==> config.mk <==
export PLATFORM = sky130hd
export DESIGN_NAME = screen_draw_ctrl
export DESIGN_NICKNAME = d
export VERILOG_FILES = /design/src/rtl/screen_draw_ctrl.sv
export SDC_FILE = /design/constraint.sdc
export NUM_CORES = 1
export LEC_CHECK = 0
export CORE_AREA = 4 4 79 81
export CTS_BUF_LIST = sky130_fd_sc_hd__clkbuf_16
export CTS_CLUSTER_DIAMETER = 80
export CTS_CLUSTER_SIZE = 14
export DETAILED_ROUTE_END_ITERATION = 10
export DIE_AREA = 0 0 83 85
export GPL_ROUTABILITY_DRIVEN = 0
export PLACE_DENSITY_LB_ADDON = 0.12
export SYNTH_ARGS = -nofsm -noshare
export SYNTH_HDL_FRONTEND = slang
export SYNTH_SLANG_ARGS = --single-unit
==> constraint.sdc <==
create_clock -name clk -period 4.8 [get_ports clk]
set_input_delay 0.48 -clock clk [delete_from_list [all_inputs] [get_ports clk]]
set_output_delay 0.48 -clock clk [all_outputs]
set_load 0.01 [all_outputs]
==> src/rtl/screen_draw_ctrl.sv <==
// Full-frame pixel scan sequencer: walks (x,y) over the screen, drives the ROM address,
// and emits plot-aligned x/y/black/plot one cycle behind the address (1-cycle ROM latency).
module screen_draw_ctrl #(
  parameter int XMAX   = 160,
  parameter int YMAX   = 120,
  parameter int ADDR_W = 15
) (
  input  logic              clk,
  input  logic              reset,
  input  logic              drawReq,
  input  logic              clearReq,
  input  logic [6:0]        drawSel,
  output logic [ADDR_W-1:0] address,
  output logic [6:0]        memorySel,
  output logic              black,
  output logic [7:0]        x,
  output logic [6:0]        y,
  output logic              plot,
  output logic              busy,
  output logic              done
);

  typedef enum logic [1:0] {IDLE, SCAN, FLUSH, DONE} state_t;

  localparam logic [7:0] X_LAST = 8'(XMAX - 1);
  localparam logic [6:0] Y_LAST = 7'(YMAX - 1);

  state_t      state_q, state_d;
  logic [7:0]  cx_q, cx_d;
  logic [6:0]  cy_q, cy_d;
  logic [6:0]  msel_q, msel_d;
  logic        black_q, black_d;
  logic [7:0]  x_q, x_d;
  logic [6:0]  y_q, y_d;
  logic        plot_q, plot_d;

  always_ff @(posedge clk or posedge reset) begin
    if (reset) begin
      state_q <= IDLE;
      cx_q    <= '0;
      cy_q    <= '0;
      msel_q  <= '0;
      black_q <= 1'b0;
      x_q     <= '0;
      y_q     <= '0;
      plot_q  <= 1'b0;
    end else begin
      state_q <= state_d;
      cx_q    <= cx_d;
      cy_q    <= cy_d;
      msel_q  <= msel_d;
      black_q <= black_d;
      x_q     <= x_d;
      y_q     <= y_d;
      plot_q  <= plot_d;
    end
  end

  always_comb begin
    state_d = state_q;
    cx_d    = cx_q;
    cy_d    = cy_q;
    msel_d  = msel_q;
    black_d = black_q;
    // Plot stage trails the fetch stage by one cycle to line up with ROM data.
    plot_d  = (state_q == SCAN);
    x_d     = (state_q == SCAN) ? cx_q : x_q;
    y_d     = (state_q == SCAN) ? cy_q : y_q;

    unique case (state_q)
      IDLE: begin
        cx_d = '0;
        cy_d = '0;
        if (clearReq) begin
          black_d = 1'b1;
          state_d = SCAN;
        end else if (drawReq) begin
          msel_d  = drawSel;
          black_d = 1'b0;
          state_d = SCAN;
        end
      end
      SCAN: begin
        if (cx_q == X_LAST) begin
          if (cy_q == Y_LAST) begin
            state_d = FLUSH;
          end else begin
            cx_d = '0;
            cy_d = cy_q + 7'd1;
          end
        end else begin
          cx_d = cx_q + 8'd1;
        end
      end
      FLUSH: state_d = DONE;
      DONE: begin
        // Return the counters to the origin so address reads 0 while idle.
        cx_d    = '0;
        cy_d    = '0;
        state_d = IDLE;
      end
      default: state_d = IDLE;
    endcase
  end

  if (XMAX == 160) begin : g_shift_addr
    assign address = (ADDR_W'(cy_q) << 7) + (ADDR_W'(cy_q) << 5) + ADDR_W'(cx_q);
  end else begin : g_mul_addr
    assign address = ADDR_W'(cy_q) * ADDR_W'(XMAX) + ADDR_W'(cx_q);
  end

  assign memorySel = msel_q;
  assign black     = black_q;
  assign x         = x_q;
  assign y         = y_q;
  assign plot      = plot_q;
  assign busy      = (state_q == SCAN) || (state_q == FLUSH);
  assign done      = (state_q == DONE);

endmodule
Word-level counts from Yosys, hierarchy flattened
Cells that the tools add are included.
- bits of input ports: 11
- logic and storage cells: 46
- output and inout bits: 41
- register bits after elaboration: 41
- bitwise logic cells: 1
- $add $sub $neg: 4
- reduce and logical (&&, ||, !) cells: 10
- eq/ne operators: 10
- mux-type cells: 13
- operators by type and width (operator ; count):
    2-to-1 mux 8 bit ; 2
    case mux 8 bit (2 select lines) ; 1
    adder 14 x 12 -> 15 bit ; 1
    adder 15 x 8 -> 15 bit ; 1
    2-to-1 mux 7 bit ; 2
    case mux 7 bit (2 select lines) ; 1
    AND reduction 3 bit ; 3
    adder 8 x 1 -> 8 bit (second input constant) ; 1
    == test 8 bit (second input constant) ; 1
    2-to-1 mux 2 bit ; 4
    case mux 2 bit (4 select lines) ; 1
    adder 7 x 1 -> 7 bit (second input constant) ; 1
    == test 7 bit (second input constant) ; 1
    inequality test 3 bit (second input constant) ; 2
    == test 2 bit (second input constant) ; 2
    inequality test 2 x 1 -> 1 bit (second input constant) ; 2
    AND reduction 2 bit ; 2
    nonzero test 2 bit ; 2
    == test 2 x 1 -> 1 bit (second input constant) ; 1
    logical NOT 2 bit ; 1
    2-to-1 mux 1 bit ; 2
    inequality test 2 bit (second input constant) ; 1
    OR reduction 2 bit ; 1
    logical OR 1 bit ; 1
    inverter 1 bit ; 1

Depth between registers and ports, before layout
Gate-level depths: netlist (run 1).
- word-level depth: 4
- gate-level depth with buffers: 8
- depth with buffers taken out: 8

Worst setup path before layout (run 1)
Ideal clock, no wire load.
- path type: register to output
- start point: reg cx_q[7]
- end point: out address[14]
- arrival time: 2190 ps
- cell stages (with the launch flop): 9
- data required time: 4320 ps
- setup slack: 2130 ps
- buffers on the path: 0
- cell sequence: dfrtp_1 inv_1 fa_1 inv_1 fa_1 a211oi_1 o21ai_0 nor2b_1 o21a_1
- cells in the longest elaborated chain, start to end: 1
- RTL lines (element ; line ; RTL):
    from (decl) ; 29 ; logic [7:0] cx_q, cx_d;
    from (signal assigned) ; 40 ; cx_q <= '0;
    from (signal assigned) ; 49 ; cx_q <= cx_d;
    adder 15 x 8 -> 15 bit ; 107 ; assign address = (ADDR_W'(cy_q) << 7) + (ADDR_W'(cy_q) << 5) + ADDR_W'(cx_q);
    to (decl) ; 13 ; output logic [ADDR_W-1:0] address,
No other way between the ends.

Final worst setup path (run 1)
- start point: reg cx_q[7]
- end point: out address[12]
The elaborated chain is that of the path after synthesis.

==> reports/qor.yml, run 1 <==
logic_synthesis:
  synth_xor_area_frac: 0.0182
  avgSynthCellArea_um2: 11.2
  synth.mux.area_fraction: 0.116
  seq_area_frac_synth: 0.426
  synth_compound_gate_area_share: 0.148
  combinational_family_with_the_most_area_after_synthesis: "compound AO/OA/AOI/OAI gates"
  count_of_flip_flops_with_a_built_in_enable_after_synthesis: 0
  synth.yosys.warnings: 0
  post_synthesis_register_bit_count: 41
  primary_ff_master_synth: "sky130_fd_sc_hd__dfrtp_1"
  synth_nets: 247
  synth-async-reset-ratio: 1.00
  simple_gate_portion_of_the_synthesized_area: 0.126
  post_synth_instance_area_mm2: 0.00241
  post_synthesis_cell_count: 215
  synthAdderAreaFrac: 0.115
  yosys.cell_types.count: 52
critical_path:
  cp_slowest_stage_delay_ps: 540
  worst_r2r_endpoint: "cy_q[6]"
  worst-endpoint-arrival_ps: 3100
  worst_setup_path_endpoint: "address[12]"
  critical_path_start_end_classification: "register to primary output"
  timing.critical_path.max_delay_family: "adder cells"
  reg2regPathDepth: 6
  crit_slowest_cell: "sky130_fd_sc_hd__fa_1"
  worst-path-buf-inv: 3
  critPathLaunchType: "register"
  worstSetupEndpointType: "primary output"
  worst_ep_required_time_ps: 4320
  crit_cells: 9
  critical_path.cell_chain: "inv_1 > fa_1 > inv_1 > fa_1 > a211oi_1 > o21ai_0 > nor2b_1 > nor2_1 > clkdlybuf4s50_1"
  setup.worst_path.start: "cx_q[7]"
  reg2reg_slack_ps: 2580
  timing.critical_path.fanout_max: 4
  crit-reg2reg-launch: "state_q[0]"
placement:
  io_buffer_count: 51
  placed_area_mm2: 0.00295
  dpl.cell_count: 329
  post-dp-hpwl_mm: 3.61
floorplan:
  die_height_um: 85
  floorplan.die_area_mm2: 0.00706
  core.rowCount: 27
  width_of_the_die_um: 83
  coreArea_mm2: 0.00547
  effective_utilization_at_floorplan: 0.440
  io_pins: 52
cells_and_area:
  layout-area-overhead-vs-synth_pct: 28.5
  post_layout_nonfiller_instances: 337
  final_nets: 296
  diodes: 0
  drive_above_1_share: 0.177
  layout.cell_area.non_filler_mm2: 0.00310
clock_network:
  clock_tree_from_tritoncts: "built"
  worstSkewPairLatency_ps: 290
  ctsRootBufferMaster: "sky130_fd_sc_hd__clkbuf_16"
  clkTransAtPathRegs_ps: 60
  cts_resized: 0
  clk_path_buf_depth: 2
  cts.sink_count: 41
  number_of_buffers_inserted_during_clock_tree_synthesis: 5
  cts.repair_timing.setup_buffer_count: 0
  cts.hold.buffers_added: 0
  cts_htree_levels: 2
timing:
  setup-violations-final: 0
  worstMarginPinSlew_ps: 522
  setup_tns_ps: 0
  max_slew_margin: 0.652
  final_hold_viol_count: 0
  rsz0062_at_grt: "false"
  max_freq_ghz: 0.279
  report.final.slew_viol_count: 0
  finalWorstPathRequiredPeriod_ps: 3580
  final.setup_skew_ps: 7.12
  fin_crit_sh: 0.746
detailed_routing:
  routed_via_density: 5.40
  wl_mm: 4.96
  drt_first_pass_iters: 4
  drt.antenna.violating_nets: 0
  routed-via-count: 1821
  drtIter0Drc: 56
  wl_per_cell_um: 14.7
  route.detailed.drc: 0
global_route:
  grt_pass1_wl_mm: 8.80
  grt_start_max_net_pins: 42
  grt_pass1_vias: 1848
  number_of_antenna_violations_at_the_first_check_in_global_routing: 0
  global_route.overflow_total: 0
  grt.total_usage: 0.151
run_status:
  status: "finished clean"
run:
  cap_viol_max_count: 0
power_and_ir_drop:
  irDropWorstVdd_mv: 0.320
  cellPowerDensity_mw_per_mm2: 445
  total_leakage_power_nw: 1.47
min_path:
  hold_path.class: "register to register"
[synthesized netlist by cell type (all sizes together) (2+ instances only)]
master,number,area (um2)
buf,9,65.1
fa,2,40.0
inv,13,48.8
o41ai,2,43.8
nand3b,3,26.3
o21bai,2,15.0
nand2,13,48.8
nand4b,2,30.0
o22a,4,36.3
mux2,24,270
o21a,2,15.0
a31oi,3,25.0
xnor2,4,35.0
dfrtp,41,1030
clkbuf,2,7.51
a22o,3,26.3
nor2b,2,12.5
nand3,7,40.0
nor3,3,25.0
a21o,4,30.0
nor4,2,12.5
ha,19,238
nor2,11,41.3
or2,2,12.5
o21ai,14,70.1
a211oi,3,22.5
a21oi,4,20.0
[power by group]
group,internal (mW),switching (mW)
logic,0.299,0.290
clock network,0.190,0.135
registers,0.413,0.0490
total,0.902,0.475
[worst register-to-register path, delay by kind of cell (launching register included)]
family	cells	cell delay, ps
flip-flops	1	400
adder cells (fa/ha/maj)	1	540
AO/OA/AOI/OAI	1	150
AND/OR/NAND/NOR	2	750
buffers and inverters	2	320
[layout make-up]
class	instances	area (um2)
clock buffers	5	125
clock inverters	3	18.8
fillers	491	2380
inverters	13	48.8
multi-input cells	150	1260
flip-flops and latches	41	1030
well taps	72	90.1
repair buffers	53	526
[kinds of logic (layout without fill, tap and decap cells)]
| group | after synthesis | after routing |
|---|---|---|
| simple gates | 52 | 52 |
| compound gates | 47 | 47 |
| flops | 41 | 41 |
| mux | 25 | 25 |
| buf+inv | 24 | 74 |
| fa+ha+maj | 21 | 21 |
| xor+xnor | 5 | 5 |
[worst min-delay path by stage]
stage,from,endpoint,slack [ps],depth (start not counted)
after global placement,memorySel[6],memorySel[6],490,1
after global routing,x[4],x[4],520,1
after CTS,x[4],x[4],510,1
final,y[6],y[6],500,1
after floorplan,cx_q[1],cx_q[1],520,2
after detailed placement,black,black,490,1
[routing by layer]
layer | track usage | share of wire | vias to the layer above
li1 | - | - | 871
met1 | 0.195 | 0.47 | 905
met2 | 0.243 | 0.46 | 38
met3 | 0.0417 | 0.054 | 7
met4 | 0.0535 | 0.016 | 0
met5 | 0 | 0 | -
[registers in the layout, indices dropped and copies added (netlist names)]
| register | count |
|---|---|
| black | 1 |
| cx_q | 8 |
| cy_q | 7 |
| memorySel | 7 |
| plot | 1 |
| state_q | 2 |
| x | 8 |
| y | 7 |
[cells in the final DEF, fill, tap and decap left out, drive strengths merged, types with 3 or more instances in the layout]
master,n
a211oi,3
a21o,4
a21oi,4
a22o,3
a31oi,3
clkbuf,5
clkdlybuf4s50,51
dfrtp,41
ha,19
inv,14
mux2,24
nand2,13
nand3,7
nand3b,3
nor2,11
nor3,3
o21ai,14
o22a,4
xnor2,4
[stage by stage]
stage                     hold WS, ps  utilization  power, mW  worst slack (ps)
final                             503        0.566       1.38              1220
after detailed placement          492        0.539       1.06              1510
after floorplan                   519            -      0.844              2130
after global routing              523        0.566       1.47              1010
after global placement            488        0.539       1.06              1560
after CTS                         507        0.566       1.40              1190
Note: power is estimated with default switching activity, not from simulation.
==> run 2, diff against run 1 <==
clock period = 3.6 ns   (was 4.8 ns; I/O delays follow)
==> run 2 against run 1 <==
  * Setup slack worse by 1000 ps
  * Clock skew is 0.54 ps lower
  * Wire length is 0.12% lower
  * Sequential power is 34% higher
  * Clock power is 53% higher
  * Hold slack hardly changed
  * Register-to-register slack worse by 1200 ps
  * Power is 38% higher
  * Via count is 2.0% lower
  * Die area stayed put
  * Combinational power is 33% higher
  * Highest routed layer unchanged
==> reports/qor.yml, run 2 (synthesis gave the netlist of run 1 again) <==
placement:
  place_worst_setup_slack_ps: 425
  dpl.cell_count: 329
  placed_area_mm2: 0.00295
  io_buffer_count: 51
  post-dp-hpwl_mm: 3.66
detailed_routing:
  routed-via-count: 1785
  route.detailed.drc: 0
  wl_per_cell_um: 14.7
  drt_first_pass_iters: 4
  routed_via_density: 5.30
  wl_mm: 4.96
  drt.antenna.violating_nets: 0
  drtIter0Drc: 52
critical_path:
  crit_slowest_cell: "sky130_fd_sc_hd__fa_1"
  cp_slowest_stage_delay_ps: 540
  worstSetupEndpointType: "primary output"
  timing.critical_path.fanout_max: 4
  crit-reg2reg-launch: "state_q[0]"
  critPathLaunchType: "register"
  critical_path_start_end_classification: "register to primary output"
  critical_path.cell_chain: "inv_1 > fa_1 > inv_1 > fa_1 > a211oi_2 > o21ai_0 > nor2b_1 > o21a_1 > clkdlybuf4s50_1"
  worst-endpoint-arrival_ps: 3030
  setup.worst_path.start: "cx_q[7]"
  worst_ep_required_time_ps: 3240
run:
  cap_viol_max_count: 0
power_and_ir_drop:
  irDropWorstVdd_mv: 0.497
  total_leakage_power_nw: 1.49
  power.share.combinational: 0.412
  internal-power_mw: 1.27
  p_switching_mw: 0.627
  clock_power_share: 0.263
  switching_share: 0.330
  report.power.total_mw: 1.90
  share_seq_of_total_power: 0.325
  cellPowerDensity_mw_per_mm2: 608
timing:
  report.final.slew_viol_count: 0
  max_slew_margin: 0.501
  setup_tns_ps: 0
  final_hold_viol_count: 0
  fin_crit_sh: 0.941
  rsz0062_at_grt: "false"
  finalWorstPathRequiredPeriod_ps: 3390
  finalWorstSetupSlack_ps: 214
  fin_hold_ws_ps: 503
  worstMarginPinSlew_ps: 748
  final.setup_skew_ps: 6.58
  setup-violations-final: 0
  max_freq_ghz: 0.295
floorplan:
  core.rowCount: 27
  width_of_the_die_um: 83
  die_height_um: 85
  floorplan.die_area_mm2: 0.00706
  coreArea_mm2: 0.00547
  io_pins: 52
  effective_utilization_at_floorplan: 0.440
cells_and_area:
  diodes: 0
  num-fill-cells: 510
  final_util: 0.571
  most-common-layout-cells: "sky130_fd_sc_hd__clkdlybuf4s50_1, sky130_fd_sc_hd__dfrtp_1, sky130_fd_sc_hd__mux2_2, sky130_fd_sc_hd__ha_1"
  post_layout_nonfiller_instances: 337
  layout-area-overhead-vs-synth_pct: 29.7
  layout.cell_area.non_filler_mm2: 0.00312
  drive_above_1_share: 0.181
  final_nets: 296
  layout_commonest_cell: "sky130_fd_sc_hd__clkdlybuf4s50_1"
global_route:
  grt.total_usage: 0.147
  grt_start_max_net_pins: 23
  number_of_antenna_violations_at_the_first_check_in_global_routing: 0
  grt_pass1_wl_mm: 8.56
  grt_pass1_vias: 1829
  global_route.overflow_total: 0
clock_network:
  cts_htree_levels: 2
  cts.repair_timing.setup_buffer_count: 0
  cts.sink_count: 41
  clk_path_buf_depth: 2
  clock_tree_from_tritoncts: "built"
  number_of_buffers_inserted_during_clock_tree_synthesis: 5
  clkTransAtPathRegs_ps: 60
  worstSkewPairLatency_ps: 280
  ctsRootBufferMaster: "sky130_fd_sc_hd__clkbuf_16"
run_status:
  status: "finished clean"
min_path:
  min_from: "memorySel[6]"
  hold_path.class: "register to register"
## run 2: cell types whose count changed in the layout (fill, tap and decap cells not counted), sizes merged
cell	before	now
clkinv	0	1
clkinvlp	2	0
bufinv	0	1
## run 2: critical path, delay by kind of cell (launching register included)
family | cells | cell delay (ps)
AOI/OAI and AO/OA | 3 | 510
buffers and inverters | 3 | 660
adders and majority gates | 2 | 1030
and+or+nand+nor | 1 | 140
DFF | 1 | 400
## run 2: worst paths after layout
kind                            cells after the start  slack [ps]      endpoint
worst min register to register                      1         500  memorySel[6]
worst max-delay path                                9         210   address[14]
max in group asynchronous                           3        2320          plot
worst max register to register                      6        1370       cy_q[5]
worst min-delay path                                1         500  memorySel[6]
min in group asynchronous                           2         510          y[4]
## run 2: power by group through the flow
| stage | Combinational (mW) | Clock [mW] | Sequential (mW) |
|---|---|---|---|
| final | 0.784 | 0.500 | 0.617 |
| after global routing | 0.869 | 0.530 | 0.632 |
| after CTS | 0.794 | 0.512 | 0.618 |
| after detailed placement | 0.786 | 0 | 0.626 |
| after global placement | 0.790 | 0 | 0.623 |
| after floorplan | 0.482 | 0 | 0.643 |
## run 2: per-layer routing
metal | GRT usage | wire, um | up-vias
met4 | 0.0431 | 55 | 0
li1 | - | - | 868
met3 | 0.0485 | 260 | 4
met2 | 0.250 | 2340 | 38
met5 | 0 | 0 | -
met1 | 0.177 | 2300 | 875
## run 2: layout make-up
class | count | area, um2 | share of cell area
clock buffer | 5 | 125 | 0.0400
clock inverter | 3 | 42.5 | 0.0136
inverter | 13 | 48.8 | 0.0156
multi-input combinational | 150 | 1270 | 0.405
sequential | 41 | 1030 | 0.328
tap | 72 | 90.1 | 0.0288
timing repair buffer | 53 | 526 | 0.168
## run 2: repair_timing
action | CTS | global route
hold buffers | 0 | 0
setup endpoints to repair | 0 | 2
gates resized for setup | 0 | 1
